## src/rtl/qupls_fpu_issue_sel.sv

```systemverilog
// FPU issue selector: picks the oldest FPU-ready ROB entry, sequences RF read latency, offers it to the
// FPU station and holds off until completion. Define FPU_ISSUE_STATS_EN to add issue/stall counters.
module qupls_fpu_issue_sel #(
   parameter int unsigned ROB_ENTRIES = 32,
   parameter int unsigned RFREAD_LAT = 1,
   localparam int unsigned NdxW = $clog2(ROB_ENTRIES)
)(
   input  logic                   clk,
   input  logic                   rst,
   input  logic [NdxW-1:0]        rob_head,
   input  logic [ROB_ENTRIES-1:0] fpu_ready,
   input  logic [ROB_ENTRIES-1:0] stomp,
   input  logic                   fpu_idle,
   input  logic                   sc_done,
   input  logic                   fpu_done,
   output logic [NdxW-1:0]        rndx,
   output logic                   rndxv,
   output logic                   available,
   output logic                   issue_v,
   output logic [NdxW-1:0]        issue_ndx,
   output logic                   busy
`ifdef FPU_ISSUE_STATS_EN
   ,
   output logic [31:0]            stat_issued,
   output logic [31:0]            stat_stall
`endif
);

   localparam int unsigned LatW = 2;

   typedef enum logic [1:0] {S_IDLE, S_RFRD, S_OFFER, S_BUSY} state_t;

   state_t                 state;
   logic [LatW-1:0]        latCnt;
   logic [ROB_ENTRIES-1:0] cand;
   logic [NdxW-1:0]        sel;
   logic [NdxW-1:0]        probe;
   logic                   anyCand;
   logic                   offerStomp;
   logic                   offerAccept;
   logic                   busyExit;

   assign cand        = fpu_ready & ~stomp;
   assign offerStomp  = stomp[rndx];
   assign offerAccept = (state == S_OFFER) && fpu_idle && !offerStomp;
   // A stomped in-flight op may only be abandoned once the FPU can take new work.
   assign busyExit    = sc_done | fpu_done | (stomp[issue_ndx] & fpu_idle);

   // Oldest-first scan starting at the ROB head, wrapping around the ROB.
   always_comb begin
      sel     = '0;
      probe   = '0;
      anyCand = 1'b0;
      for (int unsigned k = 0; k < ROB_ENTRIES; k++) begin
         probe = NdxW'((32'(rob_head) + k) % ROB_ENTRIES);
         if (!anyCand && cand[probe]) begin
            sel     = probe;
            anyCand = 1'b1;
         end
      end
   end

   always_ff @(posedge clk or negedge rst) begin
      if (!rst) begin
         state     <= S_IDLE;
         latCnt    <= '0;
         rndx      <= '0;
         rndxv     <= 1'b0;
         available <= 1'b0;
         issue_v   <= 1'b0;
         issue_ndx <= '0;
         busy      <= 1'b0;
      end
      else begin
         issue_v <= 1'b0;
         case (state)
            S_IDLE:
               if (anyCand) begin
                  rndx   <= sel;
                  rndxv  <= 1'b1;
                  latCnt <= LatW'(RFREAD_LAT);
                  if (RFREAD_LAT == 0) begin
                     available <= 1'b1;
                     state     <= S_OFFER;
                  end
                  else
                     state <= S_RFRD;
               end
            S_RFRD:
               if (offerStomp) begin
                  rndxv <= 1'b0;
                  state <= S_IDLE;
               end
               else if (latCnt <= LatW'(1)) begin
                  available <= 1'b1;
                  state     <= S_OFFER;
               end
               else
                  latCnt <= latCnt - LatW'(1);
            S_OFFER:
               if (offerStomp) begin
                  rndxv     <= 1'b0;
                  available <= 1'b0;
                  state     <= S_IDLE;
               end
               else if (fpu_idle) begin
                  issue_v   <= 1'b1;
                  issue_ndx <= rndx;
                  rndxv     <= 1'b0;
                  available <= 1'b0;
                  busy      <= 1'b1;
                  state     <= S_BUSY;
               end
            S_BUSY:
               if (busyExit) begin
                  busy  <= 1'b0;
                  state <= S_IDLE;
               end
            default:
               state <= S_IDLE;
         endcase
      end
   end

`ifdef FPU_ISSUE_STATS_EN
   // Saturating counters; issued count steps on the same edge that raises issue_v.
   always_ff @(posedge clk or negedge rst) begin
      if (!rst) begin
         stat_issued <= '0;
         stat_stall  <= '0;
      end
      else begin
         if (offerAccept && stat_issued != 32'hFFFFFFFF)
            stat_issued <= stat_issued + 32'd1;
         if (state == S_OFFER && !fpu_idle && stat_stall != 32'hFFFFFFFF)
            stat_stall <= stat_stall + 32'd1;
      end
   end
`endif

endmodule
```

## config.mk

```make
export PLATFORM = sky130hd
export DESIGN_NAME = qupls_fpu_issue_sel
export DESIGN_NICKNAME = d
export VERILOG_FILES = /design/src/rtl/qupls_fpu_issue_sel.sv
export SDC_FILE = /design/constraint.sdc
export NUM_CORES = 1
export LEC_CHECK = 0
export BUFFER_PORTS_ARGS = -buffer_cell sky130_fd_sc_hd__buf_4
export CORE_ASPECT_RATIO = 2
export CORE_MARGIN = 1
export CORE_UTILIZATION = 55
export CTS_BUF_LIST = sky130_fd_sc_hd__clkbuf_2 sky130_fd_sc_hd__clkbuf_4 sky130_fd_sc_hd__clkbuf_8
export DETAILED_ROUTE_END_ITERATION = 16
export PLACE_DENSITY = 0.78
export SLEW_MARGIN = 20
export SYNTH_ARGS = -nofsm -noshare
export SYNTH_HDL_FRONTEND = slang
export SYNTH_SLANG_ARGS = --single-unit
```

## constraint.sdc

```tcl
create_clock -name clk -period 3.6 [get_ports clk]
set_input_delay 0.54 -clock clk [delete_from_list [all_inputs] [get_ports clk]]
set_output_delay 0.54 -clock clk [all_outputs]
set_load 0.01 [all_outputs]
```

==> results.py, run 1 <==
metrics = {
    "placed_design": {
        "pre_cts_ws_ns": -1.40,
        "place.gp.congestion": 1.21,
        "post-dp-hpwl_microns": 38400,
        "placed_area_sq_um": 11900,
        "port_buffers": 87,
    },
    "clock_network": {
        "cts_hold_buf": 0,
        "htreeDepth": 1,
        "cts_buffer_depth": 2,
        "cts-root-buf": "clkbuf_8",
        "cts_buffers": 3,
        "cts_sinks": 18,
    },
    "global_routing": {
        "overflow": 966,
        "grt_pass1_wl_microns": 104000,
        "grt_pass1_vias": 15791,
        "grtUsageTotal_pct": 92.1,
        "grt_max_degree": 23,
    },
    "synth": {
        "yosys_warnings": 0,
        "synth_top_cell_by_area": "mux4_2",
        "synth_nets": 1045,
        "ys_ff_latch": 18,
        "synth.avg_cell_area_sq_um": 8.35,
        "yosys-top-cells-area": "mux4_2 23%, dfrtp_1 5.7%, mux2i_1 5.4%",
        "synth-seq-area-share_pct": 5.66,
        "synthDistinctLibCells": 91,
        "synth_edf_count": 0,
        "synth_cells": 954,
        "synth.cell_area_sq_um": 7960,
        "synthArstFlopShare_pct": 100,
        "yosys.area.top_type_share_pct": 23.2,
        "synth_top_flop_cell": "dfrtp_1",
    },
    "floorplanning": {
        "die-width_microns": 87.1,
        "io_pins": 88,
        "fp-row-count": 61,
        "initial_core_util_pct": 56.7,
        "die_y_microns": 172,
    },
    "status": {
        "outcome": "aborted with a tool error",
        "outcome.stop_stage": "global routing",
        "first-error": "[ERROR GRT-0116] Global routing finished with congestion. Check the congestion regions in the DRC Viewer.",
    },
}
[cells in the mapped netlist, types with 16 or more instances]
master and count:
nor2b_1 42, o21ai_0 35, mux2i_1 43, mux4_2 82, a21oi_1 48, nor3_1 21, clkbuf_1 26, nand2b_1 39
xnor2_1 18, o2111ai_1 21, nand2_1 93, mux2_2 17, nand3_1 37, ha_1 17, nor2_1 52, inv_1 19
nand3b_1 16, buf_2 16, dfrtp_1 18
[through the flow]
| stage | utilization, % | TNS, ns | std cells |
|---|---|---|---|
| 4_1_cts | 91.2 | -4.21 | 1623 |
| 3_5_place_dp | 85.0 | -9.67 | 1582 |
| 3_3_place_gp | 85.0 | -9.05 | 1582 |
| 2_1_floorplan | - | -5.81 | 954 |
[logic make-up after synthesis]
| group | after synthesis | share of synthesized area (%) |
|---|---|---|
| buffers and inverters | 81 | 5.15 |
| and+or+nand+nor | 391 | 27.0 |
| muxes | 145 | 31.6 |
| AOI/OAI and AO/OA | 271 | 24.0 |
| xor gates and xnor gates | 31 | 3.88 |
| DFF | 18 | 5.66 |
| adders and majority gates | 17 | 2.67 |
[routing by layer]
layer	track usage, %	overflow
met1	81.0	6
met2	121	687
met3	67.0	9
met4	111	264
met5	20.7	0
[timing repair]
action | CTS
gates resized for setup | 94
cloned | 4
buffers inserted | 35
pin swaps | 39
setup endpoints to repair | 10
==> inputs of run 2 (changes only) <==
==> config.mk (replaced) <==
export PLATFORM = sky130hd
export DESIGN_NAME = qupls_fpu_issue_sel
export DESIGN_NICKNAME = d
export VERILOG_FILES = /design/src/rtl/qupls_fpu_issue_sel.sv
export SDC_FILE = /design/constraint.sdc
export NUM_CORES = 1
export LEC_CHECK = 0
export BUFFER_PORTS_ARGS = -buffer_cell sky130_fd_sc_hd__buf_4
export CORE_MARGIN = 1
export CORE_UTILIZATION = 40
export DETAILED_ROUTE_END_ITERATION = 16
export PLACE_DENSITY_LB_ADDON = 0.15
export SLEW_MARGIN = 20
export SYNTH_ARGS = -nofsm -noshare
export SYNTH_HDL_FRONTEND = slang
export SYNTH_SLANG_ARGS = --single-unit
==> run 2 against run 1 <==
Effect of this change: the flow now finishes, with violations (negative setup slack); area after synthesis unchanged; synthesized cell count unchanged.
==> results.py, run 2 <==
metrics = {
    "status": {
        "outcome": "finished, violations left",
        "violations": "negative setup slack",
    },
    "sta": {
        "setup_viol": 10,
        "slew_headroom_pct": 51.3,
        "setup_slack_ns": -0.546,
        "finalMaxSlewViolations": 0,
        "finalHoldViolations": 0,
        "timing.final.crit_share_pct": 115,
        "clock.fmax_mhz": 241,
        "worstMarginPinSlew_ns": 0.731,
        "grt_setup_unrepaired": "true",
        "timing.hold.ws_ns": 0.146,
        "skew_ns": 0.00419,
        "fin_crit_ns": 4.15,
    },
    "synth": {
        "yosys_warnings": 0,
        "synth_top_family_by_area": "multiplexers",
        "synthDistinctLibCells": 91,
        "synth_cells": 954,
        "synth.avg_cell_area_sq_um": 8.35,
        "synthSimpleGateAreaFrac_pct": 27.0,
        "synthAdderAreaFrac_pct": 2.67,
        "yosysMostFrequentCell": "nand2_1",
        "synth.cell_area_sq_um": 7960,
        "synth_top_cell_by_area": "mux4_2",
        "yosys.area.top_type_share_pct": 23.2,
        "muxShareOfSynthArea_pct": 31.6,
        "synthArstFlopShare_pct": 100,
        "yosys-top-cells-area": "mux4_2 23%, dfrtp_1 5.7%, mux2i_1 5.4%",
        "synth_xor_area_share_pct": 3.88,
        "synth_nets": 1045,
        "synth_common_cells": "93 x nand2_1, 82 x mux4_2, 52 x nor2_1",
        "synth_top_flop_cell": "dfrtp_1",
        "synth-seq-area-share_pct": 5.66,
        "ys_ff_latch": 18,
        "synth-compound-area-share_pct": 24.0,
        "synth_edf_count": 0,
    },
    "detailed_routing": {
        "dr.pass1.iters": 5,
        "drt_iter0_drc": 848,
        "drt-total-wl_microns": 42000,
        "routed_via_density": 6.28,
        "drc": 0,
        "num_vias": 10722,
        "avgRoutedWirePerCell_microns": 24.6,
        "antenna_left": 0,
    },
    "placed_design": {
        "place.gp.congestion": 1.10,
        "post-dp-hpwl_microns": 34300,
        "port_buffers": 87,
    },
    "worst_setup_path": {
        "critPathKind": "in2reg",
        "critPathSlowestCell": "mux4_2",
        "crit_path_end_kind": "flip-flop",
        "required_ns": 3.75,
        "rr_worst_depth": 8,
        "path_buf_inv": 4,
        "slowest_delay_ns": 0.56,
        "critical_path.top_delay_family": "simple AND/OR/NAND/NOR gates",
        "cp-start-kind": "primary input",
        "arrival_ns": 4.30,
        "crit_cells": 15,
        "crit_chain": "buf_12 > bufbuf_16 > nand3b_1 > o21ai_1 > mux4_2 > mux4_2 > nor3_4 > nand3_4 > or3_4 > buf_12 > nor3_4 > buf_4 > nand3_4 > and2_4 > o21a_1",
        "path_max_fanout": 27,
    },
    "floorplanning": {
        "die_y_microns": 143,
        "die-width_microns": 143,
        "initial_core_util_pct": 40.9,
        "io_pins": 88,
        "dieArea_sq_um": 20500,
        "core_sq_um": 19500,
        "fp-row-count": 51,
    },
    "power_and_ir_drop": {
        "peakVddDrop_uv": 335,
        "finalPower_mw": 4.65,
        "pwr_density_cell_nw_per_um2": 358,
        "p_leak_nw": 5.57,
    },
    "global_routing": {
        "use_met1_pct": 51.1,
        "antenna_found_initial": 0,
        "use_met2_pct": 67.5,
        "grt_pass1_wl_microns": 62300,
        "overflow": 0,
        "grtUsageTotal_pct": 41.3,
        "top_usage_layer": "met2",
        "grt_max_degree": 28,
        "grt.met3_usage_pct": 6.57,
        "grt_pass1_vias": 10506,
    },
    "clock_network": {
        "htreeDepth": 1,
        "cts-root-buf": "clkbuf_16",
        "cts_hold_buf": 0,
        "cts_tree": "done",
        "cts.clk_slew.worst_paths_ns": 0.06,
        "cts_buffers": 3,
        "clkLatencyLatePin_ns": 0.26,
        "cts_buffer_depth": 2,
        "cts_sinks": 18,
    },
    "worst_hold_path": {
        "min_path_type": "in2async",
    },
    "finish": {
        "top_regs": "issue_ndx (5), rndx (5)",
        "final_cell_mix": "510 x buf_4, 89 x nand2_1, 82 x mux4_2",
        "num_antenna_cells": 0,
        "nNetsFinal": 1534,
        "layout_commonest_cell": "buf_4",
        "drive_gt1_share_pct": 51.9,
        "syn_to_final_growth_pct": 63.5,
    },
    "flow_run": {
        "drv_cap": 0,
    },
}
run 2: cells by family (layout without fill, tap and decap cells):
family / Yosys count / count (layout)
compound gates: 271 / 271
flops: 18 / 18
fa+ha+maj: 17 / 17
xor+xnor: 31 / 31
simple gates: 391 / 392
mux: 145 / 145
buf+inv: 81 / 568
run 2: repair_timing:
item / CTS / global route
pin swaps: 28 / 28
setup buffers: 29 / 22
gates cloned: 4 / 0
endpoints found under the setup margin: 10 / 10
resized for setup: 63 / 44
run 2: power breakdown:
part | total [mW] | switching [mW] | leakage, nW | internal, mW
Clock | 0.260 | 0.0900 | 0.0442 | 0.170
Combinational | 3.91 | 1.92 | 5.31 | 1.98
Sequential | 0.489 | 0.201 | 0.216 | 0.288
Total | 4.65 | 2.22 | 5.57 | 2.44
run 2: stage by stage:
stage	setup WS, ns	util, %	cells	TNS (ns)	cell area, sq um
3_5_place_dp	-0.999	61.5	1650	-9.18	12000
2_1_floorplan	-0.702	-	954	-5.81	8300
5_1_grt	-0.658	66.9	1707	-5.82	13000
4_1_cts	-0.457	65.0	1687	-3.91	12600
6_report	-0.546	66.9	1707	-4.90	13000
3_3_place_gp	-0.943	61.5	1650	-9.19	12000
run 2: final timing paths:
check,startpoint,endpoint,slack [ns]
min in group clk,latCnt[0],latCnt[0],0.52
min,rst,latCnt[0],0.15
max,rob_head[0],latCnt[0],-0.55
min reg2reg,latCnt[0],latCnt[0],0.52
max reg2reg,rndx[0],busy,0.22
max in group asynchronous,rst,issue_ndx[0],3.24
run 2: cell type report:
type / count / area, sq um
Clock buffer: 4 / 88.8
Fill cell: 1662 / 6450
Inverter: 24 / 113
Multi-Input combinational cell: 856 / 7710
Sequential cell: 18 / 450
Tap cell: 265 / 332
Timing Repair Buffer: 540 / 4320
run 2: routing by layer:
layer  part of all wire, %  vias up
li1                      -     4791
met1                    39     5159
met2                    46      606
met3                   7.7      166
met4                   6.9        0
met5                     0        -
Power figures use the tool's default switching activity.
==> inputs of run 3 (changes only) <==
--- a/config.mk
+++ b/config.mk
@@ -10,7 +10,8 @@
 export CORE_UTILIZATION = 40
 export DETAILED_ROUTE_END_ITERATION = 16
 export PLACE_DENSITY_LB_ADDON = 0.15
-export SLEW_MARGIN = 20
+export RECOVER_POWER = 100
+export SLEW_MARGIN = 10
 export SYNTH_ARGS = -nofsm -noshare
 export SYNTH_HDL_FRONTEND = slang
 export SYNTH_SLANG_ARGS = --single-unit
==> run 3 against run 2 <==
Effect of this change: the flow still finishes with violations (negative setup slack); worst hold slack better by 0.31 ns; register-to-register slack about the same; routed wire length about the same; sequential share of layout area about the same; global-route usage unchanged; non-clock buffer count unchanged; first-iteration DRC count up 16%; critical path type unchanged; highest routed layer unchanged.
==> results.py, run 3 (synthesis gave the netlist of run 2 again) <==
metrics = {
    "finish": {
        "nNetsFinal": 1534,
        "num_antenna_cells": 0,
        "layout_commonest_cell": "buf_4",
        "final_cell_mix": "495 x buf_4, 89 x nand2_1, 82 x mux4_2",
        "syn_to_final_growth_pct": 62.8,
        "final_cells": 1707,
        "top_regs": "issue_ndx (5), rndx (5)",
        "drive_gt1_share_pct": 50.8,
    },
    "global_routing": {
        "grtUsageTotal_pct": 41.3,
        "grt_max_degree": 28,
        "antenna_found_initial": 0,
        "grt_pass1_wl_microns": 62300,
        "overflow": 0,
        "grt_pass1_vias": 10506,
    },
    "floorplanning": {
        "die-width_microns": 143,
        "dieArea_sq_um": 20500,
        "die_y_microns": 143,
        "fp-row-count": 51,
        "initial_core_util_pct": 40.9,
        "io_pins": 88,
        "core_sq_um": 19500,
    },
    "worst_setup_path": {
        "cp-endpoint": "latCnt[0]",
        "r2r_setup_slack_ns": 0.22,
        "crit_path_end_kind": "flip-flop",
        "cp-startpoint": "rob_head[0]",
        "reg2reg_to": "busy",
        "cp-start-kind": "primary input",
        "path_max_fanout": 27,
        "critPathKind": "in2reg",
        "arrival_ns": 4.30,
        "required_ns": 3.75,
        "rr_worst_depth": 8,
        "reg2reg_from": "rndx[0]",
    },
    "sta": {
        "timing.hold.ws_ns": 0.454,
        "setup_viol": 10,
        "finalHoldViolations": 0,
        "grt_setup_unrepaired": "true",
        "worstMarginPinSlew_ns": 1.08,
        "skew_ns": 0.00454,
        "timing.final.crit_share_pct": 115,
        "clock.fmax_mhz": 241,
        "slew_headroom_pct": 28.3,
        "fin_crit_ns": 4.15,
        "finalMaxSlewViolations": 0,
        "setup_slack_ns": -0.546,
    },
    "status": {
        "violations": "negative setup slack",
        "outcome": "finished, violations left",
    },
    "detailed_routing": {
        "drt_iter0_drc": 983,
        "num_vias": 10718,
        "dr.pass1.iters": 5,
        "drc": 0,
        "routed_via_density": 6.28,
        "drt-total-wl_microns": 42000,
        "avgRoutedWirePerCell_microns": 24.6,
        "antenna_left": 0,
    },
    "clock_network": {
        "cts_buffer_depth": 2,
        "clkLatencyLatePin_ns": 0.26,
        "cts_tree": "done",
        "cts_hold_buf": 0,
        "cts-root-buf": "clkbuf_16",
        "cts_sinks": 18,
        "htreeDepth": 1,
        "cts_buffers": 3,
        "cts.clk_slew.worst_paths_ns": 0.06,
    },
    "placed_design": {
        "place.gp.congestion": 1.10,
        "port_buffers": 87,
        "post-dp-hpwl_microns": 34300,
        "place_inst": 1650,
    },
    "power_and_ir_drop": {
        "clkPwrFrac_pct": 5.6,
        "peakVddDrop_uv": 335,
        "sequentialPowerShare_pct": 10.7,
        "p_sw_share_pct": 48.2,
        "intPower_mw": 2.38,
        "p_comb_share_pct": 83.7,
        "pwr_density_cell_nw_per_um2": 355,
        "finalPower_mw": 4.60,
        "switching_power_mw": 2.22,
        "p_leak_nw": 5.52,
    },
    "worst_hold_path": {
        "min_path_type": "in2async",
    },
    "flow_run": {
        "drv_cap": 0,
    },
}
[run 3: changes by cell type in the layout (fill, tap and decap cells not counted)]
cell,delta
buf_4,-15
clkbuf_1,+15
[run 3: layout make-up]
class,instances,area (sq um)
tap,265,332
sequential,18,450
clock buffer,4,88.8
inverter,24,113
timing repair buffer,540,4260
multi-input combinational,856,7710
fill,1676,6500
[run 3: how the worst min path moves through the flow]
stage,to,slack (ns),depth (start not counted)
final,latCnt[0],0.45,1
after CTS,latCnt[0],0.15,1
after global routing,latCnt[0],0.54,1
after global placement,latCnt[0],0.43,1
after detailed placement,latCnt[0],0.43,1
after floorplan,available,0.24,0
[run 3: worst max-delay path, stage by stage]
cell and delay (ns):
buf_12 0.13, bufbuf_16 0.30, nand3b_1 0.20, o21ai_1 0.13, mux4_2 0.52, mux4_2 0.56, nor3_4 0.31, nand3_4 0.12
or3_4 0.44, buf_12 0.16, nor3_4 0.24, buf_4 0.16, nand3_4 0.09, and2_4 0.20, o21a_1 0.17
[run 3: power by group through the flow]
| stage | combinational, mW | sequential, mW | clock (mW) |
|---|---|---|---|
| finish | 3.85 | 0.491 | 0.259 |
| global route | 4.07 | 0.507 | 0.268 |
| floorplan | 1.96 | 0.388 | 0 |
| global placement | 3.53 | 0.487 | 0 |
| CTS | 3.69 | 0.486 | 0.263 |
| detailed placement | 3.54 | 0.490 | 0 |
[run 3: what timing repair did]
item	in CTS	in global routing
cloned	4	0
buffers inserted	29	22
gates resized for setup	63	44
pin swaps	28	28
endpoints found under the setup margin	10	10
[run 3: stage by stage]
stage / setup slack, ns / setup TNS, ns / utilization [%] / instance area [sq um]
2_1_floorplan: -0.702 / -5.81 / - / 8300
3_3_place_gp: -0.943 / -9.19 / 61.5 / 12000
3_5_place_dp: -0.999 / -9.18 / 61.5 / 12000
4_1_cts: -0.457 / -3.91 / 65.0 / 12600
5_1_grt: -0.658 / -5.82 / 66.6 / 13000
6_report: -0.546 / -4.91 / 66.6 / 13000
[run 3: per-layer routing]
metal	GRT usage (%)	vias up	part of all wire (%)
met1	51.1	5155	39
met2	67.5	593	46
met5	0	-	0
met3	6.57	176	7.8
met4	24.8	0	7.2
li1	-	4794	-
